$ cat src/rtl/fifo_write_arbiter_pkg.sv
// Shared definitions for the fifo_write_arbiter slice: default sizes, FSM
// state encoding and the round-robin pointer increment.
package fifo_write_arbiter_pkg;

    localparam int DEFAULT_NUM_REQUESTER               = 4;
    localparam int DEFAULT_NUM_REQUESTER_WIDTH_IN_BITS = 2;
    localparam int DEFAULT_SINGLE_ENTRY_WIDTH_IN_BITS  = 64;

    typedef enum logic {
        IDLE = 1'b0,
        BUSY = 1'b1
    } arbiter_state_t;

    // Index after the one just served, wrapping back to requester 0.
    function automatic int next_index(input int index, input int count);
        return (index >= count - 1) ? 0 : index + 1;
    endfunction

endpackage

$ cat src/rtl/round_robin_priority_encoder.sv
// Finds the first set valid bit at or after the priority pointer, wrapping
// around the requester range.
module round_robin_priority_encoder #(
    parameter int NUM_REQUESTER               = 4,
    parameter int NUM_REQUESTER_WIDTH_IN_BITS = 2
) (
    input  logic [NUM_REQUESTER-1:0]               request_valid_in,
    input  logic [NUM_REQUESTER_WIDTH_IN_BITS-1:0] priority_ptr_in,
    output logic                                   grant_found_out,
    output logic [NUM_REQUESTER_WIDTH_IN_BITS-1:0] grant_index_out
);

    int                                   candidate;
    logic [NUM_REQUESTER_WIDTH_IN_BITS-1:0] candidate_index;

    // Scan offsets from farthest to nearest so the nearest hit wins.
    always_comb begin
        grant_found_out = 1'b0;
        grant_index_out = '0;
        candidate       = 0;
        candidate_index = '0;
        for (int offset = NUM_REQUESTER - 1; offset >= 0; offset--) begin
            candidate = int'(priority_ptr_in) + offset;
            if (candidate >= NUM_REQUESTER) begin
                candidate = candidate - NUM_REQUESTER;
            end
            candidate_index = NUM_REQUESTER_WIDTH_IN_BITS'(candidate);
            if (request_valid_in[candidate_index]) begin
                grant_found_out = 1'b1;
                grant_index_out = candidate_index;
            end
        end
    end

endmodule

$ cat src/rtl/fifo_write_arbiter.sv
// Round-robin arbiter multiplexing several requesters onto the single write
// port of a fifo_queue; holds one grant until the queue acks or the request is withdrawn.
module fifo_write_arbiter
    import fifo_write_arbiter_pkg::*;
#(
    parameter int NUM_REQUESTER               = DEFAULT_NUM_REQUESTER,
    parameter int NUM_REQUESTER_WIDTH_IN_BITS = DEFAULT_NUM_REQUESTER_WIDTH_IN_BITS,
    parameter int SINGLE_ENTRY_WIDTH_IN_BITS  = DEFAULT_SINGLE_ENTRY_WIDTH_IN_BITS
) (
    input  logic                                                clk_in,
    input  logic                                                reset_in,
    input  logic [NUM_REQUESTER*SINGLE_ENTRY_WIDTH_IN_BITS-1:0] request_flatted_in,
    input  logic [NUM_REQUESTER-1:0]                            request_valid_flatted_in,
    output logic [NUM_REQUESTER-1:0]                            issue_ack_out,
    output logic [SINGLE_ENTRY_WIDTH_IN_BITS-1:0]               request_out,
    output logic                                                request_valid_out,
    input  logic                                                issue_ack_in,
    output logic [NUM_REQUESTER_WIDTH_IN_BITS-1:0]              grant_index_out,
    output logic                                                is_busy_out
);

    arbiter_state_t                         state;
    logic [NUM_REQUESTER_WIDTH_IN_BITS-1:0] priority_ptr;
    logic                                   grant_found;
    logic [NUM_REQUESTER_WIDTH_IN_BITS-1:0] next_grant;
    logic [SINGLE_ENTRY_WIDTH_IN_BITS-1:0]  request_slices [NUM_REQUESTER];

    round_robin_priority_encoder #(
        .NUM_REQUESTER               (NUM_REQUESTER),
        .NUM_REQUESTER_WIDTH_IN_BITS (NUM_REQUESTER_WIDTH_IN_BITS)
    ) priority_encoder (
        .request_valid_in (request_valid_flatted_in),
        .priority_ptr_in  (priority_ptr),
        .grant_found_out  (grant_found),
        .grant_index_out  (next_grant)
    );

    // Grant is frozen while BUSY; a withdrawal leaves the pointer where it was.
    always_ff @(posedge clk_in or posedge reset_in) begin
        if (reset_in) begin
            state           <= IDLE;
            priority_ptr    <= '0;
            grant_index_out <= '0;
        end else begin
            case (state)
                IDLE: begin
                    if (grant_found) begin
                        grant_index_out <= next_grant;
                        state           <= BUSY;
                    end
                end
                BUSY: begin
                    if (issue_ack_in) begin
                        state        <= IDLE;
                        priority_ptr <= NUM_REQUESTER_WIDTH_IN_BITS'(
                            next_index(int'(grant_index_out), NUM_REQUESTER));
                    end else if (!request_valid_flatted_in[grant_index_out]) begin
                        state <= IDLE;
                    end
                end
                default: state <= IDLE;
            endcase
        end
    end

    always_comb begin
        for (int i = 0; i < NUM_REQUESTER; i++) begin
            request_slices[i] = request_flatted_in[i*SINGLE_ENTRY_WIDTH_IN_BITS +: SINGLE_ENTRY_WIDTH_IN_BITS];
        end
    end

    // The queue-facing handshake is a straight pass-through of the granted lane.
    always_comb begin
        request_out       = '0;
        request_valid_out = 1'b0;
        issue_ack_out     = '0;
        if (state == BUSY) begin
            request_out                    = request_slices[grant_index_out];
            request_valid_out              = request_valid_flatted_in[grant_index_out];
            issue_ack_out[grant_index_out] = issue_ack_in;
        end
    end

    assign is_busy_out = (state == BUSY);

endmodule
$ cat config.mk
export PLATFORM = sky130hd
export DESIGN_NAME = fifo_write_arbiter
export DESIGN_NICKNAME = d
export VERILOG_FILES = /design/src/rtl/fifo_write_arbiter_pkg.sv /design/src/rtl/round_robin_priority_encoder.sv /design/src/rtl/fifo_write_arbiter.sv
export SDC_FILE = /design/constraint.sdc
export NUM_CORES = 1
export LEC_CHECK = 0
export BUFFER_PORTS_ARGS = -buffer_cell sky130_fd_sc_hd__buf_2
export CORE_AREA = 2 2 130 132
export CTS_BUF_LIST = sky130_fd_sc_hd__clkbuf_16
export DETAILED_ROUTE_END_ITERATION = 6
export DIE_AREA = 0 0 132 134
export PLACE_DENSITY = 0.43
export SLEW_MARGIN = 25
export SYNTH_ARGS = -nofsm -noshare
export SYNTH_HDL_FRONTEND = slang
export SYNTH_SLANG_ARGS = --single-unit
$ cat constraint.sdc
create_clock -name clk_in -period 2.5 [get_ports clk_in]
set_input_delay 0.25 -clock clk_in [delete_from_list [all_inputs] [get_ports clk_in]]
set_output_delay 0.25 -clock clk_in [all_outputs]
set_load 0.01 [all_outputs]
==> flow_metrics.env, run 1 <==
export IMPL_critical_path_max_fanout=35
export IMPL_required_ns=2.25
export IMPL_clock_latency_ns=0.23
export IMPL_syn_area_sq_um=2370
export IMPL_numCtsBuffers=3
export IMPL_synth_xor_area_frac=0
export IMPL_min_path_type="primary input to flop"
export IMPL_drive_gt1_frac=0.803
export IMPL_drt_wl_total_um=12200
export IMPL_cts_root_buf="clkbuf_16"
export IMPL_postRouteAntennaNets=0
export IMPL_dieArea_sq_um=17700
export IMPL_preCtsSetupSlack_ns=0.639
export IMPL_drt_iter0_drc=86
export IMPL_status="finished, final reports clean"
export IMPL_drcViolationCount=0
export IMPL_coreArea_sq_um=16300
export IMPL_cp_arrival_ns=1.83
export IMPL_chipHeight_um=134
export IMPL_grtUsageTotal=0.131
export IMPL_syn_nets=458
export IMPL_worst_setup_path_start_kind="flop"
export IMPL_power_density_nw_per_um2=901
export IMPL_fp_row_count=47
export IMPL_cts_tree="yes"
export IMPL_syn2layout_area_growth_pct=82.7
export IMPL_num_vias=3137
export IMPL_ys_warn_count=0
export IMPL_yosys_area_share_simple=0.200
export IMPL_synth_compound_area_frac=0.0253
export IMPL_chipWidth_um=132
export IMPL_relSlewSlack=0.483
export IMPL_grt_max_degree=50
export IMPL_max_freq_ghz=0.481
export IMPL_fill_cells=1771
export IMPL_worst_pin_slew_ns=0.775
export IMPL_start_util=0.145
export IMPL_synthMuxAreaShare=0.627
export IMPL_avgSynthCellArea_sq_um=12.4
export IMPL_fin_tns_setup_ns=0
export IMPL_via_per_inst=4.29
export IMPL_cts_sinks=5
export IMPL_nNetsFinal=780
export IMPL_drv_cap=0
export IMPL_htree_levels=1
export IMPL_crit_type="flop to output pin"
export IMPL_setup_viol=0
export IMPL_finalCritPeriodShare=0.832
export IMPL_grt_pass1_wl_um=18600
export IMPL_slew_violations=0
export IMPL_antenna_cells=0
export IMPL_period_needed_ns=2.08
export IMPL_gp_congestion=0.863
export IMPL_grt_setup_unrepaired="false"
export IMPL_syn_inst=191
export IMPL_whs_path_depth=2
export IMPL_grt_pass1_vias=3471
export IMPL_setup_slack_ns=0.419
export IMPL_grt_ovfl_total=0
export IMPL_synthAdderAreaFrac=0.0211
export IMPL_drtPass1Iterations=4
export IMPL_worst_r2r_cell_count=4
export IMPL_hold_viol=0
export IMPL_endpoint_kind="output pin"
export IMPL_finClkSkew_ns=0.00163
export IMPL_cts_repair_resized=0
export IMPL_antenna_found_initial=0
export IMPL_ys_seq_area_frac=0.0528
export IMPL_ys_types=25
export IMPL_synth_seq_cells=5
export IMPL_peakVddDrop_uv=520
export IMPL_clk_path_buf_depth=2
export IMPL_r2r_slack_ns=0.90
export IMPL_clk_pin_slew_ns=0.03
export IMPL_synth_top_family_by_area="multiplexers"
export IMPL_wl_per_cell_um=16.7
export IMPL_finish_utilization=0.266
export IMPL_io_buffers=334
export IMPL_dp_final_hpwl_um=10400
export IMPL_io_pins=335
export IMPL_leakagePower_uw=0.00220
[what timing repair did]
| item | 4_1_cts | 5_1_grt |
|---|---|---|
| buffers inserted | 0 | 0 |
| hold endpoints to repair | 5 | 0 |
| hold buffers | 1 | 0 |
[synthesized netlist by cell type]
cell type	number	area [sq um]
mux4_2	65	1460
and2_1	64	400
buf_2	9	45.0
clkbuf_1	8	30.0
dfrtp_1	5	125
inv_1	5	18.8
and3_1	4	25.0
ha_1	4	50.1
nand2_1	4	15.0
buf_12	3	60.1
a21oi_1	2	10.0
nand2b_1	2	12.5
nor2_1	2	7.51
o21ai_0	2	10.0
o41ai_1	2	17.5
a311oi_1	1	8.76
buf_1	1	3.75
buf_4	1	7.51
buf_6	1	11.3
mux2_2	1	11.3
mux2i_1	1	10.0
nor2b_1	1	6.26
nor4_1	1	6.26
o22ai_1	1	6.26
o31ai_1	1	7.51
[flip-flops by register name, summed over array words and instances (netlist names)]
register and count:
is_busy_out 1, grant_index_out 2, priority_ptr 2
[final cells by class]
| class | instances | area (sq um) | share of cell area |
|---|---|---|---|
| clock inverter | 1 | 3.75 | 0.000867 |
| timing repair buffer | 340 | 1760 | 0.406 |
| inverter | 5 | 18.8 | 0.00434 |
| sequential | 5 | 131 | 0.0303 |
| tap | 220 | 275 | 0.0636 |
| clock buffer | 3 | 75.1 | 0.0173 |
| multi-input combinational | 158 | 2070 | 0.478 |
[per-stage QoR]
stage | hold WS (ns) | area (sq um) | power, uW | cells
after global routing | 0.308 | 4330 | 4240 | 732
after CTS | 0.280 | 4330 | 3990 | 732
after floorplan | 0.0285 | 2370 | 2590 | 191
after global placement | 0.166 | 4240 | 3660 | 727
final | 0.286 | 4330 | 3900 | 732
after detailed placement | 0.164 | 4240 | 3700 | 727
[cells by family (layout without fill, tap and decap cells)]
group | after synthesis | after routing
simple gates | 78 | 78
compound gates | 9 | 9
fa+ha+maj | 4 | 4
flops | 5 | 5
buf+inv | 28 | 349
mux | 67 | 67
[per-layer routing]
layer	vias up	share of wire	wire length, um	global-route usage
li1	1411	-	-	-
met1	1523	0.39	4820	0.159
met2	185	0.51	6290	0.238
met3	18	0.075	919	0.0287
met4	0	0.015	186	0.0278
met5	-	0	0	0
[worst max-delay path, stage by stage (launching register included)]
cell	delay, ns
dfrtp_4	0.43
buf_12	0.24
mux4_2	0.57
and2_1	0.17
buf_2	0.14
[worst paths after layout]
check	from	to
max in group asynchronous	reset_in	grant_index_out[0]$_DFFE_PP0P_
hold reg to reg	priority_ptr[0]$_DFFE_PP0P_	priority_ptr[0]$_DFFE_PP0P_
setup reg to reg	grant_index_out[1]$_DFFE_PP0P_	priority_ptr[1]$_DFFE_PP0P_
min in group asynchronous	reset_in	grant_index_out[0]$_DFFE_PP0P_
hold / removal	issue_ack_in	is_busy_out$_DFF_PP0_
setup / recovery	grant_index_out[0]$_DFFE_PP0P_	request_out[48]
[cell usage in the layout, fill, tap and decap left out]
cell type	count
nor4_1	1
a21oi_1	2
dlygate4sd3_1	1
nand2_1	4
nor2b_1	1
ha_1	4
buf_4	2
clkbuf_16	3
a311oi_1	1
dfrtp_4	1
o31ai_1	1
mux2i_1	1
o41ai_1	2
inv_1	6
buf_2	334
nor2_1	2
buf_12	3
and2_1	64
dfrtp_2	2
nand2b_1	2
o22ai_1	1
and3_1	4
dfrtp_1	2
o21ai_0	2
mux4_2	65
mux2_2	1
[report_power, final]
| part | switching, uW | total (uW) | internal (uW) | leakage, uW |
|---|---|---|---|---|
| combinational | 1510 | 3360 | 1850 | 0.00210 |
| clock | 53.0 | 260 | 207 | 0.0000423 |
| sequential | 156 | 285 | 129 | 0.0000570 |
Power figures use the tool's default switching activity.
==> run 2, diff against run 1 <==
--- a/config.mk
+++ b/config.mk
@@ -6,11 +6,11 @@
 export NUM_CORES = 1
 export LEC_CHECK = 0
 export BUFFER_PORTS_ARGS = -buffer_cell sky130_fd_sc_hd__buf_2
-export CORE_AREA = 2 2 130 132
+export CORE_AREA = 2 2 131 133
 export CTS_BUF_LIST = sky130_fd_sc_hd__clkbuf_16
 export DETAILED_ROUTE_END_ITERATION = 6
-export DIE_AREA = 0 0 132 134
-export PLACE_DENSITY = 0.43
+export DIE_AREA = 0 0 133 135
+export PLACE_DENSITY = 0.44
 export SLEW_MARGIN = 25
 export SYNTH_ARGS = -nofsm -noshare
 export SYNTH_HDL_FRONTEND = slang
==> constraint.sdc (replaced) <==
create_clock -name clk_in -period 1.8 [get_ports clk_in]
set_input_delay 0.18 -clock clk_in [delete_from_list [all_inputs] [get_ports clk_in]]
set_output_delay 0.18 -clock clk_in [all_outputs]
set_load 0.01 [all_outputs]
==> run 2 against run 1 <==
Largest cell class is now buffers. Setup slack got worse by 0.61 ns. Clock power rose by 36%. The flow now finishes with violations (negative setup slack). Highest routed layer unchanged. Critical path type unchanged. Clock skew barely moved. Total power grew 82%. Wire length is 11% higher.
==> flow_metrics.env, run 2 (synthesis results as in run 1) <==
export IMPL_status="finished, violations left"
export IMPL_violations="negative setup slack"
export IMPL_finalCritPeriodShare=1.11
export IMPL_grtUsageTotal=0.130
export IMPL_final_area_sq_um=4910
export IMPL_chipHeight_um=135
export IMPL_multiInputGateArea_sq_um=2170
export IMPL_grt_max_degree=43
export IMPL_gp_congestion=0.921
export IMPL_drtPass1Iterations=4
export IMPL_drive_gt1_frac=0.885
export IMPL_dieArea_sq_um=18000
export IMPL_critical_path_max_fanout=8
export IMPL_grt_pass1_vias=3391
export IMPL_numCtsBuffers=3
export IMPL_clk_path_buf_depth=2
export IMPL_io_buffers=334
export IMPL_grt_ovfl_total=0
export IMPL_drt_wl_total_um=13500
export IMPL_cts_sinks=5
export IMPL_antenna_cells=0
export IMPL_via_per_inst=4.33
export IMPL_switchingPower_uw=2730
export IMPL_worst_setup_path_start_kind="flop"
export IMPL_finClkSkew_ns=0.00121
export IMPL_start_util=0.144
export IMPL_min_path_type="primary input to flop"
export IMPL_drcViolationCount=0
export IMPL_final_common_cell="buf_2"
export IMPL_drt_iter0_drc=88
export IMPL_coreArea_sq_um=16400
export IMPL_grt_pass1_wl_um=18600
export IMPL_max_freq_ghz=0.501
export IMPL_clock_latency_ns=0.22
export IMPL_fp_row_count=47
export IMPL_cp_cell_sequence="buf_12 -> buf_16 -> mux4_2 -> and2_4 -> buf_6"
export IMPL_worst_pin_slew_ns=0.660
export IMPL_postRouteAntennaNets=0
export IMPL_io_pins=335
export IMPL_wl_per_cell_um=18.2
export IMPL_leakagePower_uw=0.00243
export IMPL_drv_cap=0
export IMPL_p_int_uw=4390
export IMPL_setup_slack_ns=-0.195
export IMPL_dp_final_hpwl_um=10900
export IMPL_chipWidth_um=133
export IMPL_num_vias=3211
export IMPL_finalPower_uw=7120
export IMPL_clk_pin_slew_ns=0.03
export IMPL_cts_root_buf="clkbuf_16"
export IMPL_setup_viol=64
export IMPL_p_sw_frac=0.384
export IMPL_crit_path_max_incr_delay_ns=0.51
export IMPL_grt_setup_unrepaired="true"
export IMPL_r2r_slack_ns=0.38
export IMPL_hold_viol=0
export IMPL_clockPowerShare=0.050
export IMPL_cts_tree="yes"
export IMPL_htree_levels=1
export IMPL_final_cell_mix="buf_2, mux4_2, and2_4, buf_6, and2_1"
export IMPL_dpl_instance_area_sq_um=4280
export IMPL_relSlewSlack=0.556
export IMPL_power_frac_comb=0.909
export IMPL_syn2layout_area_growth_pct=107
export IMPL_endpoint_kind="output pin"
export IMPL_nNetsFinal=790
export IMPL_slew_violations=0
export IMPL_p_seq_frac=0.041
export IMPL_peakVddDrop_uv=712
export IMPL_cp_slowest_cell="mux4_2"
export IMPL_required_ns=1.62
export IMPL_fill_cells=1770
export IMPL_crit_type="flop to output pin"
export IMPL_cp_arrival_ns=1.81
export IMPL_period_needed_ns=1.99
export IMPL_antenna_found_initial=0
export IMPL_power_density_nw_per_um2=1450
export IMPL_regArea_sq_um=131
run 2: cell types whose count changed in the layout (fill, tap and decap cells not counted):
| cell | before | now |
|---|---|---|
| and2_4 | 0 | 41 |
| buf_6 | 0 | 41 |
| and2_1 | 64 | 23 |
| buf_8 | 0 | 3 |
| buf_2 | 334 | 294 |
| buf_12 | 3 | 4 |
| buf_16 | 0 | 2 |
| buf_4 | 2 | 1 |
| clkbuf_16 | 3 | 7 |
run 2: power groups by stage:
| stage | Sequential, uW | Combinational, uW | Clock, uW |
|---|---|---|---|
| floorplan | 246 | 3350 | 0 |
| global placement | 285 | 4850 | 0 |
| detailed placement | 286 | 4910 | 0 |
| CTS | 285 | 5040 | 359 |
| global route | 311 | 6930 | 368 |
| finish | 295 | 6470 | 354 |
run 2: worst max-delay path, delay by kind of cell, from the launching register on:
family / cells / cell delay, ns
mux: 1 / 0.51
flops: 1 / 0.47
buf+inv: 3 / 0.41
simple gates: 1 / 0.18
run 2: per-stage QoR:
step / hold slack (ns) / util / TNS, ns / worst slack [ns] / cells
final: 0.238 / 0.299 / -9.31 / -0.195 / 742
after global routing: 0.249 / 0.299 / -12.96 / -0.246 / 742
after CTS: 0.234 / 0.269 / -9.75 / -0.213 / 735
after detailed placement: 0.0909 / 0.261 / 0 / 0.0263 / 729
after global placement: 0.0823 / 0.261 / 0 / 0.0300 / 729
after floorplan: -0.0415 / - / 0 / 0.0654 / 191
run 2: per-layer routing:
layer  GRT usage  vias up  part of all wire
li1            -     1435                 -
met5           0        -                 0
met1       0.155     1605              0.38
met4      0.0167        0            0.0072
met2       0.253      161              0.55
met3      0.0195       10             0.059
run 2: worst paths after layout:
path | startpoint | to | cells after the start
max reg2reg | grant_index_out[0]$_DFFE_PP0P_ | priority_ptr[1]$_DFFE_PP0P_ | 4
min reg2reg | priority_ptr[0]$_DFFE_PP0P_ | priority_ptr[0]$_DFFE_PP0P_ | 2
max | grant_index_out[0]$_DFFE_PP0P_ | request_out[45] | 5
min in group asynchronous | reset_in | grant_index_out[0]$_DFFE_PP0P_ | 3
max in group asynchronous | reset_in | grant_index_out[0]$_DFFE_PP0P_ | 3
min | issue_ack_in | is_busy_out$_DFF_PP0_ | 2
run 2: layout make-up:
cell class / count / share of cell area
clock inverters: 1 / 0.000765
repair buffers: 350 / 0.455
clock buffers: 3 / 0.0153
multi-input cells: 158 / 0.442
inverters: 5 / 0.00383
flip-flops and latches: 5 / 0.0268
well taps: 220 / 0.0561
run 2: what timing repair did:
item	CTS	global route
endpoints found under the hold margin	5	0
cloned	0	6
pin swaps	0	4
endpoints found under the setup margin	64	65
gates resized for setup	9	88
hold buffers	1	0
buffers inserted	1	2
==> run 3, diff against run 2 <==
--- a/config.mk
+++ b/config.mk
@@ -6,12 +6,13 @@
 export NUM_CORES = 1
 export LEC_CHECK = 0
 export BUFFER_PORTS_ARGS = -buffer_cell sky130_fd_sc_hd__buf_2
-export CORE_AREA = 2 2 131 133
+export CORE_AREA = 2 2 129 131
 export CTS_BUF_LIST = sky130_fd_sc_hd__clkbuf_16
 export DETAILED_ROUTE_END_ITERATION = 6
-export DIE_AREA = 0 0 133 135
-export PLACE_DENSITY = 0.44
+export DIE_AREA = 0 0 131 133
+export PLACE_DENSITY = 0.45
 export SLEW_MARGIN = 25
 export SYNTH_ARGS = -nofsm -noshare
 export SYNTH_HDL_FRONTEND = slang
+export SYNTH_HIERARCHICAL = 1
 export SYNTH_SLANG_ARGS = --single-unit
==> run 3 against run 2 <==
The flow still finishes with violations (negative setup slack). First-iteration DRC count grew 20%. Sequential power is 9.2% lower. Cell count grew 0.81%. Setup slack improved by 0.026 ns. Maximum frequency increased by 1.3%. Total power increased by 12%. Combinational power up 14%. Worst hold slack improved by 0.11 ns. Sequential share of layout area decreased by 0.14 points. Global-route usage increased by 0.50 points. Register-to-register slack got worse by 0.32 ns.
==> flow_metrics.env, run 3 <==
export IMPL_status="finished, violations left"
export IMPL_violations="negative setup slack"
export IMPL_fp_row_count=47
export IMPL_clk_pin_slew_ns=0.03
export IMPL_clock_latency_ns=0.23
export IMPL_grtUsageTotal=0.135
export IMPL_final_common_cell="buf_2"
export IMPL_via_per_inst=4.30
export IMPL_worst_setup_path_start_kind="flop"
export IMPL_endpoint_kind="output pin"
export IMPL_min_path_type="primary input to flop"
export IMPL_finClkSkew_ns=0.000509
export IMPL_gp_congestion=0.895
export IMPL_whs_path_depth=3
export IMPL_syn2layout_area_growth_pct=117
export IMPL_drive_gt1_frac=0.920
export IMPL_final_cell_mix="buf_2, mux4_2, buf_6"
export IMPL_cts_root_buf="clkbuf_16"
export IMPL_coreArea_sq_um=16200
export IMPL_hold_end="is_busy_out$_DFF_PP0_"
export IMPL_ys_warn_count=6
export IMPL_wl_per_cell_um=17.7
export IMPL_grt_setup_unrepaired="true"
export IMPL_grt_pass1_vias=3320
export IMPL_worst_pin_slew_ns=0.407
export IMPL_avgSynthCellArea_sq_um=12.6
export IMPL_cp_arrival_ns=1.79
export IMPL_ys_types=23
export IMPL_numCtsBuffers=3
export IMPL_max_freq_ghz=0.508
export IMPL_nNetsFinal=796
export IMPL_cts_sinks=5
export IMPL_finish_utilization=0.320
export IMPL_p_seq_frac=0.034
export IMPL_peakVddDrop_uv=661
export IMPL_postRouteAntennaNets=0
export IMPL_synth_seq_cells=5
export IMPL_switchingPower_uw=2980
export IMPL_setup_viol=68
export IMPL_clockPowerShare=0.045
export IMPL_r2r_start="grant_index_out[0]$_DFFE_PP0P_"
export IMPL_fin_tns_setup_ns=-8.04
export IMPL_power_density_nw_per_um2=1540
export IMPL_critical_path_max_fanout=8
export IMPL_clk_path_buf_depth=2
export IMPL_reg2reg_to="is_busy_out$_DFF_PP0_"
export IMPL_dp_final_hpwl_um=10300
export IMPL_period_needed_ns=1.97
export IMPL_min_from="issue_ack_in"
export IMPL_chipHeight_um=133
export IMPL_syn_nets=457
export IMPL_io_pins=335
export IMPL_dieArea_sq_um=17400
export IMPL_synth_top_area_share=0.613
export IMPL_crit_type="flop to output pin"
export IMPL_synth_flop_cell="dfrtp_1"
export IMPL_p_int_uw=5000
export IMPL_drv_cap=0
export IMPL_yosys_top_cells_count="and2_1, mux4_2, clkbuf_1"
export IMPL_yosysTopAreaCell="mux4_2"
export IMPL_start_util=0.148
export IMPL_chipWidth_um=131
export IMPL_antenna_found_initial=1
export IMPL_r2r_slack_ns=0.06
export IMPL_io_buffers=334
export IMPL_drtPass1Iterations=4
export IMPL_required_ns=1.62
export IMPL_synth_edf_count=0
export IMPL_syn_area_sq_um=2390
export IMPL_htree_levels=1
export IMPL_grt_max_degree=44
export IMPL_relSlewSlack=0.729
export IMPL_drcViolationCount=0
export IMPL_leakagePower_uw=0.00252
export IMPL_fin_hold_ws_ns=0.344
export IMPL_p_sw_frac=0.373
export IMPL_grt_ovfl_total=0
export IMPL_synthTopCellsByArea="mux4_2, and2_1, dfrtp_1, buf_12, ha_1"
export IMPL_slew_violations=0
export IMPL_hold_viol=0
export IMPL_ys_seq_area_frac=0.0524
export IMPL_antenna_cells=0
export IMPL_drt_iter0_drc=106
export IMPL_syn_inst=190
export IMPL_worst_r2r_cell_count=5
export IMPL_finalCritPeriodShare=1.09
export IMPL_setup_slack_ns=-0.169
export IMPL_cts_tree="yes"
export IMPL_drt_wl_total_um=13200
export IMPL_async_flop_share=1.00
export IMPL_num_vias=3214
export IMPL_grt_pass1_wl_um=18200
export IMPL_power_frac_comb=0.922
## run 3: what timing repair did
| item | in CTS | in global routing |
|---|---|---|
| pin swaps | 0 | 2 |
| endpoints found under the hold margin | 5 | 0 |
| buffers inserted | 6 | 1 |
| endpoints found under the setup margin | 65 | 69 |
| gates resized for setup | 29 | 106 |
| gates cloned | 4 | 3 |
| hold buffers | 1 | 0 |
## run 3: cells by family after synthesis
kind of cell | count (synthesis) | synth area share
AOI/OAI and AO/OA | 4 | 0.0141
and+or+nand+nor | 81 | 0.204
adders and majority gates | 4 | 0.0210
buffers and inverters | 26 | 0.0718
muxes | 70 | 0.636
DFF | 5 | 0.0524
## run 3: layout make-up
type                            instances  area, sq um
Clock buffer                            3         75.1
Clock inverter                          1         3.75
Fill cell                            1688        11000
Inverter                                4         27.5
Multi-Input combinational cell        159         2270
Sequential cell                         5          131
Tap cell                              220          275
Timing Repair Buffer                  356         2390
## run 3: worst max-delay path by stage
stage                              startpoint              end  slack [ns]
6_report       grant_index_out[0]$_DFFE_PP0P_  request_out[21]       -0.17
5_1_grt        grant_index_out[0]$_DFFE_PP0P_  request_out[21]       -0.22
4_1_cts        grant_index_out[0]$_DFFE_PP0P_  request_out[28]       -0.18
3_5_place_dp   grant_index_out[0]$_DFFE_PP0P_  request_out[37]        0.04
3_3_place_gp   grant_index_out[0]$_DFFE_PP0P_  request_out[37]        0.06
2_1_floorplan  grant_index_out[0]$_DFFE_PP0P_  request_out[10]        0.11
## run 3: metrics by stage
| stage | cell area (sq um) | total power (uW) | std cells | setup slack (ns) |
|---|---|---|---|---|
| 4_1_cts | 4640 | 6610 | 744 | -0.179 |
| 3_5_place_dp | 4290 | 5400 | 729 | 0.0424 |
| 2_1_floorplan | 2390 | 3800 | 190 | 0.105 |
| 5_1_grt | 5170 | 8510 | 748 | -0.222 |
| 6_report | 5170 | 7970 | 748 | -0.169 |
| 3_3_place_gp | 4290 | 5360 | 729 | 0.0644 |
## run 3: power groups by stage
stage	Combinational, uW	Sequential (uW)	Clock, uW
2_1_floorplan	3540	264	0
3_3_place_gp	5100	263	0
3_5_place_dp	5130	268	0
4_1_cts	5970	264	369
5_1_grt	7850	282	375
6_report	7350	268	357
## run 3: routing by layer
| metal | vias up | global-route usage | routed length, um |
|---|---|---|---|
| met5 | - | 0 | 11 |
| met3 | 22 | 0.0307 | 1110 |
| met2 | 197 | 0.244 | 6810 |
| li1 | 1438 | - | - |
| met4 | 2 | 0.0236 | 210 |
| met1 | 1555 | 0.164 | 5070 |
## run 3: critical path, stage by stage (launching register included)
cell,delay [ns]
dfrtp_4,0.45
buf_6,0.14
buf_16,0.15
mux4_2,0.53
and2_4,0.18
buf_6,0.11
